`config.mk`:
```
export PLATFORM = sky130hd
export DESIGN_NAME = morse_key_decoder_flat
export DESIGN_NICKNAME = d
export VERILOG_FILES = /design/src/rtl/morse_key_if.sv /design/src/rtl/morse_key_decoder.sv /design/src/flat_wrapper.sv
export SDC_FILE = /design/constraint.sdc
export NUM_CORES = 1
export LEC_CHECK = 0
export CAP_MARGIN = 30
export CORE_MARGIN = 2
export CORE_UTILIZATION = 54
export DETAILED_ROUTE_END_ITERATION = 6
export GPL_TIMING_DRIVEN = 0
export PLACE_DENSITY = 0.82
export SLEW_MARGIN = 20
export SYNTH_ARGS = -nofsm -noshare
export SYNTH_HDL_FRONTEND = slang
export SYNTH_SLANG_ARGS = --single-unit
```
`constraint.sdc`:
```
create_clock -name clk -period 2.3 [get_ports clk]
set_input_delay 0.23 -clock clk [delete_from_list [all_inputs] [get_ports clk]]
set_output_delay 0.23 -clock clk [all_outputs]
set_load 0.02 [all_outputs]
```
`src/rtl/morse_key_if.sv`:
```
// Key/character bus between the Morse key front end and the decoder.
// The master drives the key and clear, and the slave returns characters and pending-symbol status.
interface morse_key_if;
    logic       key_in;
    logic       clear;
    logic [7:0] char_out;
    logic       char_valid;
    logic [5:0] sym_bits;
    logic [2:0] sym_len;
    logic       busy;

    modport master (
        output key_in, clear,
        input  char_out, char_valid, sym_bits, sym_len, busy
    );

    modport slave (
        input  key_in, clear,
        output char_out, char_valid, sym_bits, sym_len, busy
    );
endinterface

```
`src/rtl/morse_key_decoder.sv`:
```
// Manual Morse key decoder: times presses and key-up gaps on the synchronized key,
// collects dot/dash symbols and emits one ASCII character (or a space) per letter/word.
module morse_key_decoder #(
    parameter int MIN_PRESS_CYC  = 10000,
    parameter int DOT_MAX_CYC    = 200000,
    parameter int LETTER_GAP_CYC = 400000,
    parameter int WORD_GAP_CYC   = 1000000,
    parameter int CNT_W          = 21
) (
    input  logic      clk,
    input  logic      rst,
    morse_key_if.slave key
);
    typedef enum logic [2:0] {IDLE, PRESS, GAP, WORD, WAIT_REL} state_t;

    localparam logic [CNT_W-1:0] CNT_MAX    = '1;
    localparam logic [CNT_W-1:0] MIN_L      = CNT_W'(MIN_PRESS_CYC);
    localparam logic [CNT_W-1:0] DOT_L      = CNT_W'(DOT_MAX_CYC);
    localparam logic [CNT_W-1:0] LETTER_END = CNT_W'(LETTER_GAP_CYC - 1);
    localparam logic [CNT_W-1:0] WORD_END   = CNT_W'(WORD_GAP_CYC - 1);

    state_t           state_reg, state_next;
    logic             key_meta_reg, key_s_reg;
    logic [CNT_W-1:0] press_cnt_reg, press_cnt_next;
    logic [CNT_W-1:0] gap_cnt_reg, gap_cnt_next;
    logic [5:0]       sym_bits_reg, sym_bits_next;
    logic [2:0]       sym_len_reg, sym_len_next;
    logic             overflow_reg, overflow_next;
    logic [7:0]       char_out_reg, char_out_next;
    logic             char_valid_reg, char_valid_next;
    logic [CNT_W-1:0] press_inc, gap_inc;

    // Symbols are appended LSB-first, so the first symbol of the letter sits in the highest used bit.
    function automatic logic [7:0] lookup(input logic [2:0] len, input logic [5:0] bits,
                                          input logic ovf);
        logic [7:0] c;
        c = 8'h3F;
        if (!ovf) begin
            case ({len, bits})
                {3'd2, 6'b000001}: c = 8'h41; // A .-
                {3'd4, 6'b001000}: c = 8'h42; // B -...
                {3'd4, 6'b001010}: c = 8'h43; // C -.-.
                {3'd3, 6'b000100}: c = 8'h44; // D -..
                {3'd1, 6'b000000}: c = 8'h45; // E .
                {3'd4, 6'b000010}: c = 8'h46; // F ..-.
                {3'd3, 6'b000110}: c = 8'h47; // G --.
                {3'd4, 6'b000000}: c = 8'h48; // H ....
                {3'd2, 6'b000000}: c = 8'h49; // I ..
                {3'd4, 6'b000111}: c = 8'h4A; // J .---
                {3'd3, 6'b000101}: c = 8'h4B; // K -.-
                {3'd4, 6'b000100}: c = 8'h4C; // L .-..
                {3'd2, 6'b000011}: c = 8'h4D; // M --
                {3'd2, 6'b000010}: c = 8'h4E; // N -.
                {3'd3, 6'b000111}: c = 8'h4F; // O ---
                {3'd4, 6'b000110}: c = 8'h50; // P .--.
                {3'd4, 6'b001101}: c = 8'h51; // Q --.-
                {3'd3, 6'b000010}: c = 8'h52; // R .-.
                {3'd3, 6'b000000}: c = 8'h53; // S ...
                {3'd1, 6'b000001}: c = 8'h54; // T -
                {3'd3, 6'b000001}: c = 8'h55; // U ..-
                {3'd4, 6'b000001}: c = 8'h56; // V ...-
                {3'd3, 6'b000011}: c = 8'h57; // W .--
                {3'd4, 6'b001001}: c = 8'h58; // X -..-
                {3'd4, 6'b001011}: c = 8'h59; // Y -.--
                {3'd4, 6'b001100}: c = 8'h5A; // Z --..
                {3'd5, 6'b011111}: c = 8'h30;
                {3'd5, 6'b001111}: c = 8'h31;
                {3'd5, 6'b000111}: c = 8'h32;
                {3'd5, 6'b000011}: c = 8'h33;
                {3'd5, 6'b000001}: c = 8'h34;
                {3'd5, 6'b000000}: c = 8'h35;
                {3'd5, 6'b010000}: c = 8'h36;
                {3'd5, 6'b011000}: c = 8'h37;
                {3'd5, 6'b011100}: c = 8'h38;
                {3'd5, 6'b011110}: c = 8'h39;
                default:           c = 8'h3F;
            endcase
        end
        return c;
    endfunction

    assign press_inc = (press_cnt_reg == CNT_MAX) ? press_cnt_reg : press_cnt_reg + 1'b1;
    assign gap_inc   = (gap_cnt_reg == CNT_MAX) ? gap_cnt_reg : gap_cnt_reg + 1'b1;

    always_comb begin
        state_next      = state_reg;
        press_cnt_next  = press_cnt_reg;
        gap_cnt_next    = gap_cnt_reg;
        sym_bits_next   = sym_bits_reg;
        sym_len_next    = sym_len_reg;
        overflow_next   = overflow_reg;
        char_out_next   = char_out_reg;
        char_valid_next = 1'b0;

        if (key.clear) begin
            sym_bits_next = '0;
            sym_len_next  = '0;
            overflow_next = 1'b0;
            state_next    = key_s_reg ? WAIT_REL : IDLE;
        end else begin
            case (state_reg)
                IDLE: begin
                    if (key_s_reg) begin
                        state_next     = PRESS;
                        press_cnt_next = '0;
                    end
                end
                PRESS: begin
                    if (key_s_reg) begin
                        press_cnt_next = press_inc;
                    end else begin
                        gap_cnt_next = '0;
                        if (press_cnt_reg < MIN_L) begin
                            state_next = (sym_len_reg != 3'd0) ? GAP : IDLE;
                        end else begin
                            state_next = GAP;
                            if (sym_len_reg == 3'd6) begin
                                overflow_next = 1'b1;
                            end else begin
                                sym_bits_next = {sym_bits_reg[4:0], press_cnt_reg >= DOT_L};
                                sym_len_next  = sym_len_reg + 3'd1;
                            end
                        end
                    end
                end
                GAP: begin
                    if (key_s_reg) begin
                        state_next     = PRESS;
                        press_cnt_next = '0;
                    end else begin
                        gap_cnt_next = gap_inc;
                        if (gap_cnt_reg == LETTER_END) begin
                            char_valid_next = 1'b1;
                            char_out_next   = lookup(sym_len_reg, sym_bits_reg, overflow_reg);
                            sym_bits_next   = '0;
                            sym_len_next    = '0;
                            overflow_next   = 1'b0;
                            state_next      = WORD;
                        end
                    end
                end
                WORD: begin
                    if (key_s_reg) begin
                        state_next     = PRESS;
                        press_cnt_next = '0;
                    end else begin
                        gap_cnt_next = gap_inc;
                        if (gap_cnt_reg == WORD_END) begin
                            char_valid_next = 1'b1;
                            char_out_next   = 8'h20;
                            state_next      = IDLE;
                        end
                    end
                end
                WAIT_REL: begin
                    if (!key_s_reg) state_next = IDLE;
                end
                default: state_next = IDLE;
            endcase
        end
    end

    always_ff @(posedge clk) begin
        if (rst) begin
            key_meta_reg   <= 1'b0;
            key_s_reg      <= 1'b0;
            state_reg      <= IDLE;
            press_cnt_reg  <= '0;
            gap_cnt_reg    <= '0;
            sym_bits_reg   <= '0;
            sym_len_reg    <= '0;
            overflow_reg   <= 1'b0;
            char_out_reg   <= 8'h00;
            char_valid_reg <= 1'b0;
        end else begin
            key_meta_reg   <= key.key_in;
            key_s_reg      <= key_meta_reg;
            state_reg      <= state_next;
            press_cnt_reg  <= press_cnt_next;
            gap_cnt_reg    <= gap_cnt_next;
            sym_bits_reg   <= sym_bits_next;
            sym_len_reg    <= sym_len_next;
            overflow_reg   <= overflow_next;
            char_out_reg   <= char_out_next;
            char_valid_reg <= char_valid_next;
        end
    end

    assign key.char_out   = char_out_reg;
    assign key.char_valid = char_valid_reg;
    assign key.sym_bits   = sym_bits_reg;
    assign key.sym_len    = sym_len_reg;
    assign key.busy       = (state_reg != IDLE);
endmodule
```
`src/flat_wrapper.sv`:
```
// flat-port wrapper written by rule: the top's interface ports become plain ports
module morse_key_decoder_flat 
#(
    parameter int MIN_PRESS_CYC  = 10000,
    parameter int DOT_MAX_CYC    = 200000,
    parameter int LETTER_GAP_CYC = 400000,
    parameter int WORD_GAP_CYC   = 1000000,
    parameter int CNT_W          = 21
)
  (clk, rst, key_key_in, key_clear, key_char_out, key_char_valid, key_sym_bits, key_sym_len, key_busy);
  morse_key_if key_i ();
  input  logic clk;
  input  logic rst;
  input wire logic [$bits(key_i.key_in)-1:0] key_key_in;
  input wire logic [$bits(key_i.clear)-1:0] key_clear;
  output wire logic [$bits(key_i.char_out)-1:0] key_char_out;
  output wire logic [$bits(key_i.char_valid)-1:0] key_char_valid;
  output wire logic [$bits(key_i.sym_bits)-1:0] key_sym_bits;
  output wire logic [$bits(key_i.sym_len)-1:0] key_sym_len;
  output wire logic [$bits(key_i.busy)-1:0] key_busy;
  assign key_i.key_in = key_key_in;
  assign key_i.clear = key_clear;
  assign key_char_out = key_i.char_out;
  assign key_char_valid = key_i.char_valid;
  assign key_sym_bits = key_i.sym_bits;
  assign key_sym_len = key_i.sym_len;
  assign key_busy = key_i.busy;
  morse_key_decoder #(.MIN_PRESS_CYC(MIN_PRESS_CYC), .DOT_MAX_CYC(DOT_MAX_CYC), .LETTER_GAP_CYC(LETTER_GAP_CYC), .WORD_GAP_CYC(WORD_GAP_CYC), .CNT_W(CNT_W)) u_core (.clk(clk), .rst(rst), .key(key_i));
endmodule
```
==> summary.txt, run 1 <==
STA
  – Setup Skew: 0.0170 ns
  – Post-layout min period: 2.34 ns
  – Final period util: 102%
  – Slew Viols, Final: 0
  – Setup ws final: -0.0379 ns
  – Final count of hold timing violations: 0
  – RSZ-0062 raised after global routing: true
  – Relative slew slack: 61.9%
  – Setup violators final: 8
  – Worst-Margin Slew: 0.568 ns
  – Fmax: about 430 MHz

Clock tree
  – Clk_lat worst skew: 0.35 ns
  – # clock sinks: 65
  – Clock Pin Slew Worst Setup and Hold Paths: 0.08 ns
  – CTS tree: done
  – CTS root buf: clkbuf_8
  – CTS H-tree depth: 3
  – CTS max path bufs: 2
  – Num CTS Buffers: 9

Route
  – DRT iter0 DRCs: 302
  – Drt total wl: ~11 mm
  – 1st-pass router iterations: 7
  – DR DRC count: 0
  – Vias: 4126
  – Vias per cell: between 6 and 7
  – Remaining antenna violation count: 0
  – WL/cell: 16.6 um

Global routing
  – Total grt overflow: 0
  – Pin count of the biggest net entering global routing: 11
  – GR Util All Layers: between 20% and 30%
  – First-pass GRT wire length: between 15 and 20 mm
  – Initial antenna violation count: 0
  – Vias in the first global route: 3768

Run status
  – Failing checks: setup timing
  – Status: finished, violations left

Power
  – Pwr Total: 2.08 mW
  – VDD IR max: 0.384 mV
  – PD cells: 429 nW/um2
  – Leakage: 1.64 nW

Placement
  – Post-placement cell count: 636
  – Port bufs: 21
  – RePlAce Congestion: 0.940
  – DP HPWL: 7.40 mm

Synthesis
  – Synth area leader: dfxtp_1
  – Seq cells post-synth: 65
  – Asr flop ratio synth: 0%
  – Ys Warns: 0
  – Post-synth EDFFs: 0
  – Top-area cell type share of the netlist area: 32.3%
  – Syn Nets: 527
  – Syn Area/Cell: 7.80 um2
  – Post-synth cell types: 70
  – Cell area after synthesis: 4030 um2
  – Post-synth top flop: dfxtp_1
  – Post-Synthesis Cells: just over 500
  – Post-synthesis sequential area ratio: between 30% and 40%
  – Ranking of synthesized cells by area: dfxtp_1 (32%), nor2_1 (5.3%), nand2_1 (4.8%), xnor2_1 (4.1%), nand3_1 (2.9%)

Min path
  – HP Class: primary input to flip-flop
  – Hold_sp: key_key_in

Layout
  – Multi-input gate area in the final layout: approximately 2700 um2
  – Share of layout cells above drive strength 1: 15.9%
  – Fillcell total: 620
  – Commonest non-fill, non-tap cell in the layout: nor2_1
  – ANT cells: 0
  – Commonest cells after routing, fill and taps aside: nor2_1 (57), dfxtp_1 (56), nand2_1 (51), nand3_1 (23), clkdlybuf4s50_1 (21)
  – Area growth, synth to finish: 20.4%
  – Register Area: 1320 um2
  – Final std cells w/o fill: 657
  – Nets@finish: 566

Critical path
  – Critical path class: flip-flop to flip-flop
  – Critical Path Sink Type: flip-flop
  – Critical Path Fanout Max: 8
  – Worst setup startpoint: u_core.gap_cnt_reg[15]
  – Worst path arrival time: 2.62 ns
  – Worst path required time: 2.58 ns
  – Reg2Reg Launch Point: u_core.gap_cnt_reg[15]
  – CP startpoint kind: flip-flop

Floorplan
  – Die width: approximately 90 um
  – Die Y: 90.4 um
  – # IOs: 23
  – Die area: 8160 um2
  – Area of the core: slightly above 7000 um2
  – Row cnt: 31
  – Starting Density: 55.5%

Flow run
  – Max Cap Viol: 0
## where the power goes
group | switching, mW | leakage, nW | internal (mW)
clock network | 0.432 | 0.0871 | 0.434
registers | 0.00500 | 0.529 | 1.13
logic | 0.0553 | 1.03 | 0.0271
## cell type report
type	count	share of cell area [%]
Multi-Input combinational cell	405	56.5
Buffer	27	2.84
Clock inverter	3	0.361
Timing Repair Buffer	35	6.48
Tap cell	99	2.56
Inverter	12	0.930
Sequential cell	65	27.2
Clock buffer	11	3.12
## repair_timing
| action | in CTS | in global routing |
|---|---|---|
| resized for setup | 26 | 42 |
| pin swaps | 5 | 8 |
| endpoints found under the setup margin | 35 | 49 |
| buffers inserted | 6 | 6 |
| gates cloned | 0 | 2 |
| hold buffers | 0 | 0 |
## layer usage
layer  part of all wire (%)  vias to the layer above  track usage, %
li1                       -                     1949               -
met1                     41                     1923            34.2
met2                     47                      215            41.7
met3                    7.9                       39            4.42
met4                    3.5                        0            13.3
met5                      0                        -               0
## worst paths after layout
kind	to	slack [ns]	cells after the start
worst max-delay path	u_core.key.sym_bits[1]	-0.04	6
worst min register to register	u_core.key_s_reg	0.44	1
worst max register to register	u_core.key.sym_bits[1]	-0.04	6
worst min-delay path	u_core.key_meta_reg	0.43	2
## cells in the mapped netlist (all sizes together), types with 2 or more instances
cell type and count:
or3 10, xnor2 19, mux2i 9, nor2 58, o21ai 22, nor3 12, ha 7, or4b 2
clkbuf 26, inv 12, nor3b 8, or4 8, mux2 2, nand3 23, a211oi 7, a211o 2
a21boi 2, o2111ai 3, o211ai 8, a21o 3, nor2b 13, a2111oi 3, xor2 13, buf 8
nor4 14, nor4b 6, and3 7, dfxtp 65, a21oi 19, nand2b 6, and2 7, nand3b 3
or2 4, nand2 52, a31oi 9, and4 5, a32oi 4, nand4 15
## cells by family after synthesis
| kind of cell | Yosys count | synth area share [%] |
|---|---|---|
| simple gates | 258 | 34.8 |
| compound gates | 96 | 16.2 |
| flops | 65 | 32.3 |
| buf+inv | 46 | 4.63 |
| xor+xnor | 32 | 6.96 |
| mux | 11 | 2.80 |
| fa+ha+maj | 7 | 2.18 |
| other cells | 1 | 0.0931 |
## metrics by stage
stage / utilization, % / hold WS (ns) / setup slack, ns / area, um2 / setup TNS (ns)
floorplan: - / 0.306 / 0.0323 / 4030 / 0
global placement: 60.2 / 0.417 / -0.435 / 4370 / -9.51
detailed placement: 60.2 / 0.424 / -0.474 / 4370 / -11.25
CTS: 64.4 / 0.430 / -0.00919 / 4670 / -0.0211
global route: 66.8 / 0.452 / -0.0574 / 4850 / -0.426
finish: 66.8 / 0.434 / -0.0379 / 4850 / -0.132
## critical path, stage by stage (launching register included)
cell and delay, ns:
dfxtp_4 0.35, or4bb_1 0.48, or4_4 0.54, or3_4 0.37, a21boi_2 0.15, buf_6 0.17
mux2i_1 0.20
Note: power is estimated with default switching activity, not from simulation.
==> run 2: changes to the inputs <==
Settings changed: CORE_ASPECT_RATIO from default to 1.75.
==> run 2 against run 1 <==
Compared with the run above: maximum frequency down 1.4%; clock-buffer cell count up 1; utilization up 3.2 points; final cell count down 0.91%; sequential power about the same; worst setup slack worse by 0.032 ns; via count up 2.4%; power up 37%; design area up 4.5%; the flow still finishes with violations (setup timing).
==> summary.txt, run 2 (same netlist as run 1, synthesis figures left out) <==
Layout
  – ANT cells: 0 (unchanged)
  – Share of layout cells above drive strength 1: 17.5% (+1.6 points)
  – Nets@finish: 571 (+0.88%)
  – Area growth, synth to finish: 25.8%
  – Commonest non-fill, non-tap cell in the layout: nor2_1
  – Commonest cells after routing, fill and taps aside: nor2_1 (57), dfxtp_1 (52), nand2_1 (51), nand3_1 (22), clkdlybuf4s50_1 (21)
  – Fillcell total: 582 (-6.1%)

Route
  – WL/cell: 18.1 um (+8.7%)
  – DR DRC count: 0 (unchanged)
  – Vias: 4224 (+2.4%)
  – DRT iter0 DRCs: 411 (+36%)
  – Vias per cell: 6.49 (+3.3%)
  – 1st-pass router iterations: 7 (unchanged)
  – Drt total wl: 11.8 mm (+7.7%)
  – Remaining antenna violation count: 0 (unchanged)

Clock tree
  – CTS H-tree depth: 3 (unchanged)
  – Clock Pin Slew Worst Setup and Hold Paths: 0.05 ns (-0.03 ns)
  – CTS tree: done
  – Clk_lat worst skew: 0.34 ns (about the same)
  – CTS max path bufs: 2 (unchanged)
  – Num CTS Buffers: 9 (unchanged)
  – # clock sinks: 65 (unchanged)
  – CTS root buf: clkbuf_16

STA
  – Slew Viols, Final: 0 (unchanged)
  – Setup Skew: 0.00594 ns (-0.0110 ns)
  – RSZ-0062 raised after global routing: true
  – Post-layout min period: 2.37 ns (+0.0324 ns)
  – Setup TNS: -0.326 ns (-0.194 ns)
  – Fmax: 422 MHz (-1.4%)
  – Setup ws final: -0.0703 ns (-0.0324 ns)
  – Relative slew slack: 58.3% (-3.6 points)
  – Worst-Margin Slew: 0.623 ns (+0.0550 ns)
  – Setup violators final: 10 (+2)
  – Final count of hold timing violations: 0 (unchanged)
  – Final period util: 103% (+1.4 points)

Critical path
  – Crit path max-delay family: simple AND/OR/NAND/NOR gates
  – Slowest CP cell: or4_4
  – Worst path required time: 2.52 ns (-0.06 ns)
  – Critical Path Sink Type: flip-flop
  – Critical Path Fanout Max: 5 (-3)
  – Worst setup startpoint: u_core.gap_cnt_reg[15]
  – CP cell instances: or4bb_1 > or4_4 > a211oi_2 > nor2_1 > a22oi_1 > o21ai_1
  – FF-to-FF path depth: 6 (unchanged)
  – CP peak stage delay: 0.53 ns (about the same)
  – Reg2Reg Setup Slack: -0.07 ns (-0.03 ns)
  – Reg2Reg Launch Point: u_core.gap_cnt_reg[15]
  – Worst path arrival time: 2.59 ns (-0.03 ns)
  – Critical path buffers and inverters: 0 (-1)
  – CP startpoint kind: flip-flop
  – R2r endpoint: u_core.key.char_out[1]
  – Critical path class: flip-flop to flip-flop

Power
  – VDD IR max: 0.592 mV (+54%)
  – Sw Pwr: 0.554 mW (+13%)
  – Switch share: 19.4% (-4.3 points)
  – Internal Power: 2.30 mW (+45%)
  – Clock network fraction of design power: 57.4% (+16 points)
  – Logic gate share of total power: 2.9% (-1.1 points)
  – Leakage: 1.76 nW (+6.9%)
  – PD cells: 564 nW/um2 (+31%)
  – Sequential Power Share: 39.7% (-15 points)

Global routing
  – GR Util All Layers: 27.9% (+1.7 points)
  – Total grt overflow: 0 (unchanged)
  – First-pass GRT wire length: 18.6 mm (+5.0%)
  – Pin count of the biggest net entering global routing: 12 (+1)
  – Initial antenna violation count: 0 (unchanged)
  – Vias in the first global route: 4024 (+6.8%)

Placement
  – Post-Place Setup Slack: -0.437 ns (+0.0372 ns)
  – DP HPWL: 7.93 mm (+7.1%)
  – Port bufs: 21 (unchanged)
  – RePlAce Congestion: 1.07 (+14%)

Floorplan
  – Die area: 8190 um2 (+0.33%)
  – Die Y: 118 um (+31%)
  – Die width: 69.3 um (-23%)
  – # IOs: 23 (unchanged)
  – Area of the core: 7230 um2 (-0.28%)
  – Row cnt: 41 (+32%)
  – Starting Density: 55.7% (+0.15 points)

Flow run
  – Max Cap Viol: 0 (unchanged)

Min path
  – Hold path endpoint: u_core.key_s_reg
  – HP Class: flip-flop to flip-flop
  – Hold path cells: 1 (-1)
  – Hold_sp: u_core.key_meta_reg

Run status
  – Status: finished, violations left
  – Failing checks: setup timing
-- run 2: cell count changes in the layout (fill, tap and decap cells not counted), sizes merged --
cell,delta
buf,+3
bufinv,+3
clkinv,-2
clkbuf,+3
-- run 2: worst reg2reg max path, stage by stage, from the launching register on --
cell      delay [ns]
dfxtp_4         0.35
or4bb_1         0.50
or4_4           0.53
a211oi_2        0.39
nor2_1          0.18
a22oi_1         0.24
o21ai_1         0.09
-- run 2: how the worst max path moves through the flow --
stage	cells past startpoint	slack, ns	to
5_1_grt	6	-0.1	u_core.key.char_out[1]
2_1_floorplan	8	0.03	u_core.key.char_out[3]
3_3_place_gp	8	-0.43	u_core.key.char_out[2]
4_1_cts	6	-0.03	u_core.key.char_out[1]
6_report	6	-0.07	u_core.key.char_out[1]
3_5_place_dp	8	-0.44	u_core.key.char_out[2]
-- run 2: stage by stage --
step | total power [mW] | util, % | hold WS [ns] | cell area (um2) | std cells
floorplan | 1.21 | - | 0.306 | 4030 | 516
global placement | 1.23 | 60.1 | 0.429 | 4350 | 623
detailed placement | 1.24 | 60.1 | 0.432 | 4350 | 623
CTS | 2.87 | 66.8 | 0.442 | 4830 | 642
global route | 2.93 | 70.0 | 0.467 | 5060 | 651
finish | 2.86 | 70.0 | 0.440 | 5060 | 651
-- run 2: power by group through the flow --
stage / combinational (mW) / sequential [mW] / clock (mW)
after floorplan: 0.0511 / 1.16 / 0
after global placement: 0.0758 / 1.16 / 0
after detailed placement: 0.0778 / 1.16 / 0
after CTS: 0.0790 / 1.13 / 1.66
after global routing: 0.0906 / 1.13 / 1.71
final: 0.0833 / 1.13 / 1.64
-- run 2: final cells by class --
class / instances / area, um2 / area share [%]
well taps: 86 / 108 / 2.12
inverters: 12 / 45.0 / 0.889
plain buffers: 29 / 146 / 2.89
flip-flops and latches: 65 / 1330 / 26.2
clock inverters: 4 / 97.6 / 1.93
clock buffers: 12 / 267 / 5.26
multi-input cells: 405 / 2740 / 54.1
repair buffers: 38 / 335 / 6.62
-- run 2: repair_timing --
item                       4_1_cts  5_1_grt
setup endpoints to repair       35       53
pin swaps                        4       11
gates cloned                     0        0
gates resized for setup         24       50
setup buffers                    8        9
hold buffers                     0        0
-- run 2: per-layer routing --
layer  track usage [%]  vias to the layer above  part of all wire [%]
met4              19.2                        0                   4.9
met3              5.46                       58                   5.9
met2              50.3                      228                    54
met1              28.2                     1979                    36
li1                  -                     1959                     -
met5                 0                        -                     0
==> run 3: changes to the inputs <==
Settings changed: CORE_ASPECT_RATIO 1.75 to 1.1.
==> run 3 against run 2 <==
Compared with the run above: the flow still finishes with violations (setup timing); maximum frequency increased by 0.64%; sequential power hardly changed; power decreased by 22%; sequential share of layout area grew 0.44 points; hold slack got worse by 0.020 ns; first-iteration DRC count fell by 27%; via count about the same; clock-buffer cell count down 2; clock skew increased by 0.0050 ns; largest cell class unchanged.
==> summary.txt, run 3 (same netlist as run 1, synthesis figures left out) <==
Clock tree
  – Clk_lat worst skew: 0.36 ns (+0.02 ns)
  – Num CTS Buffers: 9 (unchanged)
  – # clock sinks: 65 (unchanged)
  – CTS root buf: clkbuf_8
  – CTS H-tree depth: 3 (unchanged)
  – CTS max path bufs: 2 (unchanged)
  – Hold Buf Count CTS: 0 (unchanged)
  – CTS tree: done
  – Clock Pin Slew Worst Setup and Hold Paths: 0.08 ns (+0.03 ns)

Route
  – 1st-pass router iterations: 5 (-2)
  – DRT iter0 DRCs: 300 (-27%)
  – Vias: 4227 (+0.071%)
  – WL/cell: 17.7 um (-2.1%)
  – Remaining antenna violation count: 0 (unchanged)
  – DR DRC count: 0 (unchanged)
  – Vias per cell: 6.45 (-0.54%)
  – Drt total wl: 11.6 mm (-1.5%)

STA
  – Worst-Margin Slew: 0.628 ns (+0.00552 ns)
  – Relative slew slack: 58.1% (-0.21 points)
  – Slew Viols, Final: 0 (unchanged)
  – RSZ-0062 raised after global routing: true
  – Setup violators final: 13 (+3)
  – Setup ws final: -0.0551 ns (+0.0152 ns)
  – Final count of hold timing violations: 0 (unchanged)
  – Setup TNS: -0.339 ns (-0.0133 ns)
  – Post-layout min period: 2.36 ns (-0.0152 ns)
  – Hold_ws: 0.419 ns (-0.0203 ns)
  – Fmax: 425 MHz (+0.64%)
  – Setup Skew: 0.0110 ns (+0.00502 ns)
  – Final period util: 102% (-0.66 points)

Critical path
  – Worst setup startpoint: u_core.gap_cnt_reg[13]
  – CP startpoint kind: flip-flop
  – Worst path required time: 2.58 ns (+0.06 ns)
  – Critical Path Sink Type: flip-flop
  – Reg2Reg Launch Point: u_core.gap_cnt_reg[13]
  – Critical Path Fanout Max: 8 (+3)
  – Worst path arrival time: 2.64 ns (+0.05 ns)
  – Critical path class: flip-flop to flip-flop

Layout
  – Commonest non-fill, non-tap cell in the layout: nor2_1
  – Area growth, synth to finish: 24.0%
  – Nets@finish: 574 (+0.53%)
  – Commonest cells after routing, fill and taps aside: nor2_1 (55), dfxtp_1 (52), nand2_1 (51), nand3_1 (22), clkdlybuf4s50_1 (21)
  – Share of layout cells above drive strength 1: 19.0% (+1.5 points)
  – ANT cells: 0 (unchanged)

Floorplan
  – Row cnt: 33 (-20%)
  – # IOs: 23 (unchanged)
  – Starting Density: 54.8% (-0.88 points)
  – Die Y: 94.6 um (-20%)
  – Die area: 8160 um2 (-0.32%)
  – Die width: 86.3 um (+25%)
  – Area of the core: 7350 um2 (+1.6%)

Run status
  – Status: finished, violations left
  – Failing checks: setup timing

Global routing
  – Initial antenna violation count: 0 (unchanged)
  – GR Util All Layers: 27.0% (-0.90 points)
  – Vias in the first global route: 3879 (-3.6%)
  – Total grt overflow: 0 (unchanged)
  – First-pass GRT wire length: 17.8 mm (-4.7%)
  – Pin count of the biggest net entering global routing: 13 (+1)

Flow run
  – Max Cap Viol: 0 (unchanged)

Placement
  – DP HPWL: 7.37 mm (-7.0%)
  – Port bufs: 21 (unchanged)
  – RePlAce Congestion: 0.938 (-12%)

Power
  – Leakage: 1.72 nW (-2.2%)
  – PD cells: 445 nW/um2 (-21%)
  – VDD IR max: 0.448 mV (-24%)

Min path
  – HP Class: primary input to flip-flop
  – Hold_sp: key_key_in
## run 3: final cells by class
type | instances | area [um2]
Clock inverter | 6 | 67.6
Tap cell | 87 | 109
Clock buffer | 10 | 138
Fill cell | 577 | 2360
Buffer | 29 | 155
Multi-Input combinational cell | 405 | 2770
Timing Repair Buffer | 41 | 379
Inverter | 12 | 45.0
Sequential cell | 65 | 1330
## run 3: report_power, final
part	switching (mW)	internal (mW)
Clock	0.479	0.531
Sequential	0.00507	1.12
Combinational	0.0546	0.0281
## run 3: routing by layer
metal / track usage [%] / up-vias / share of wire, %
met2: 45.1 / 225 / 49
met5: 0 / - / 0
met4: 16.4 / 0 / 4.9
li1: - / 1970 / -
met3: 4.37 / 65 / 6.2
met1: 32.5 / 1967 / 40
## run 3: final timing paths
check             slack (ns)  cells after the start                endpoint
setup / recovery       -0.06                      6  u_core.key.sym_bits[1]
hold / removal          0.42                      2     u_core.key_meta_reg
setup reg to reg       -0.06                      6  u_core.key.sym_bits[1]
hold reg to reg         0.45                      2  u_core.key.char_out[4]
## run 3: critical path, stage by stage, from the launching register on
cell and delay [ns]:
dfxtp_2 0.34, or4bb_1 0.51, or4_4 0.53, or3_4 0.37, a21boi_2 0.14, buf_6 0.16
mux2i_1 0.21
## run 3: what timing repair did
action / in CTS / in global routing
gates cloned: 0 / 2
resized for setup: 19 / 71
setup endpoints to repair: 35 / 48
pin swaps: 4 / 12
setup buffers: 6 / 12
hold endpoints to repair: 0 / 0
## run 3: through the flow
| stage | instances | setup WS, ns | util (%) | total power, mW | area (um2) |
|---|---|---|---|---|---|
| finish | 655 | -0.0551 | 67.9 | 2.22 | 4990 |
| global route | 655 | -0.158 | 67.9 | 2.29 | 4990 |
| CTS | 643 | -0.0373 | 63.3 | 2.23 | 4650 |
| detailed placement | 624 | -0.488 | 59.2 | 1.24 | 4350 |
| global placement | 624 | -0.401 | 59.2 | 1.23 | 4350 |
| floorplan | 516 | 0.0323 | - | 1.21 | 4030 |
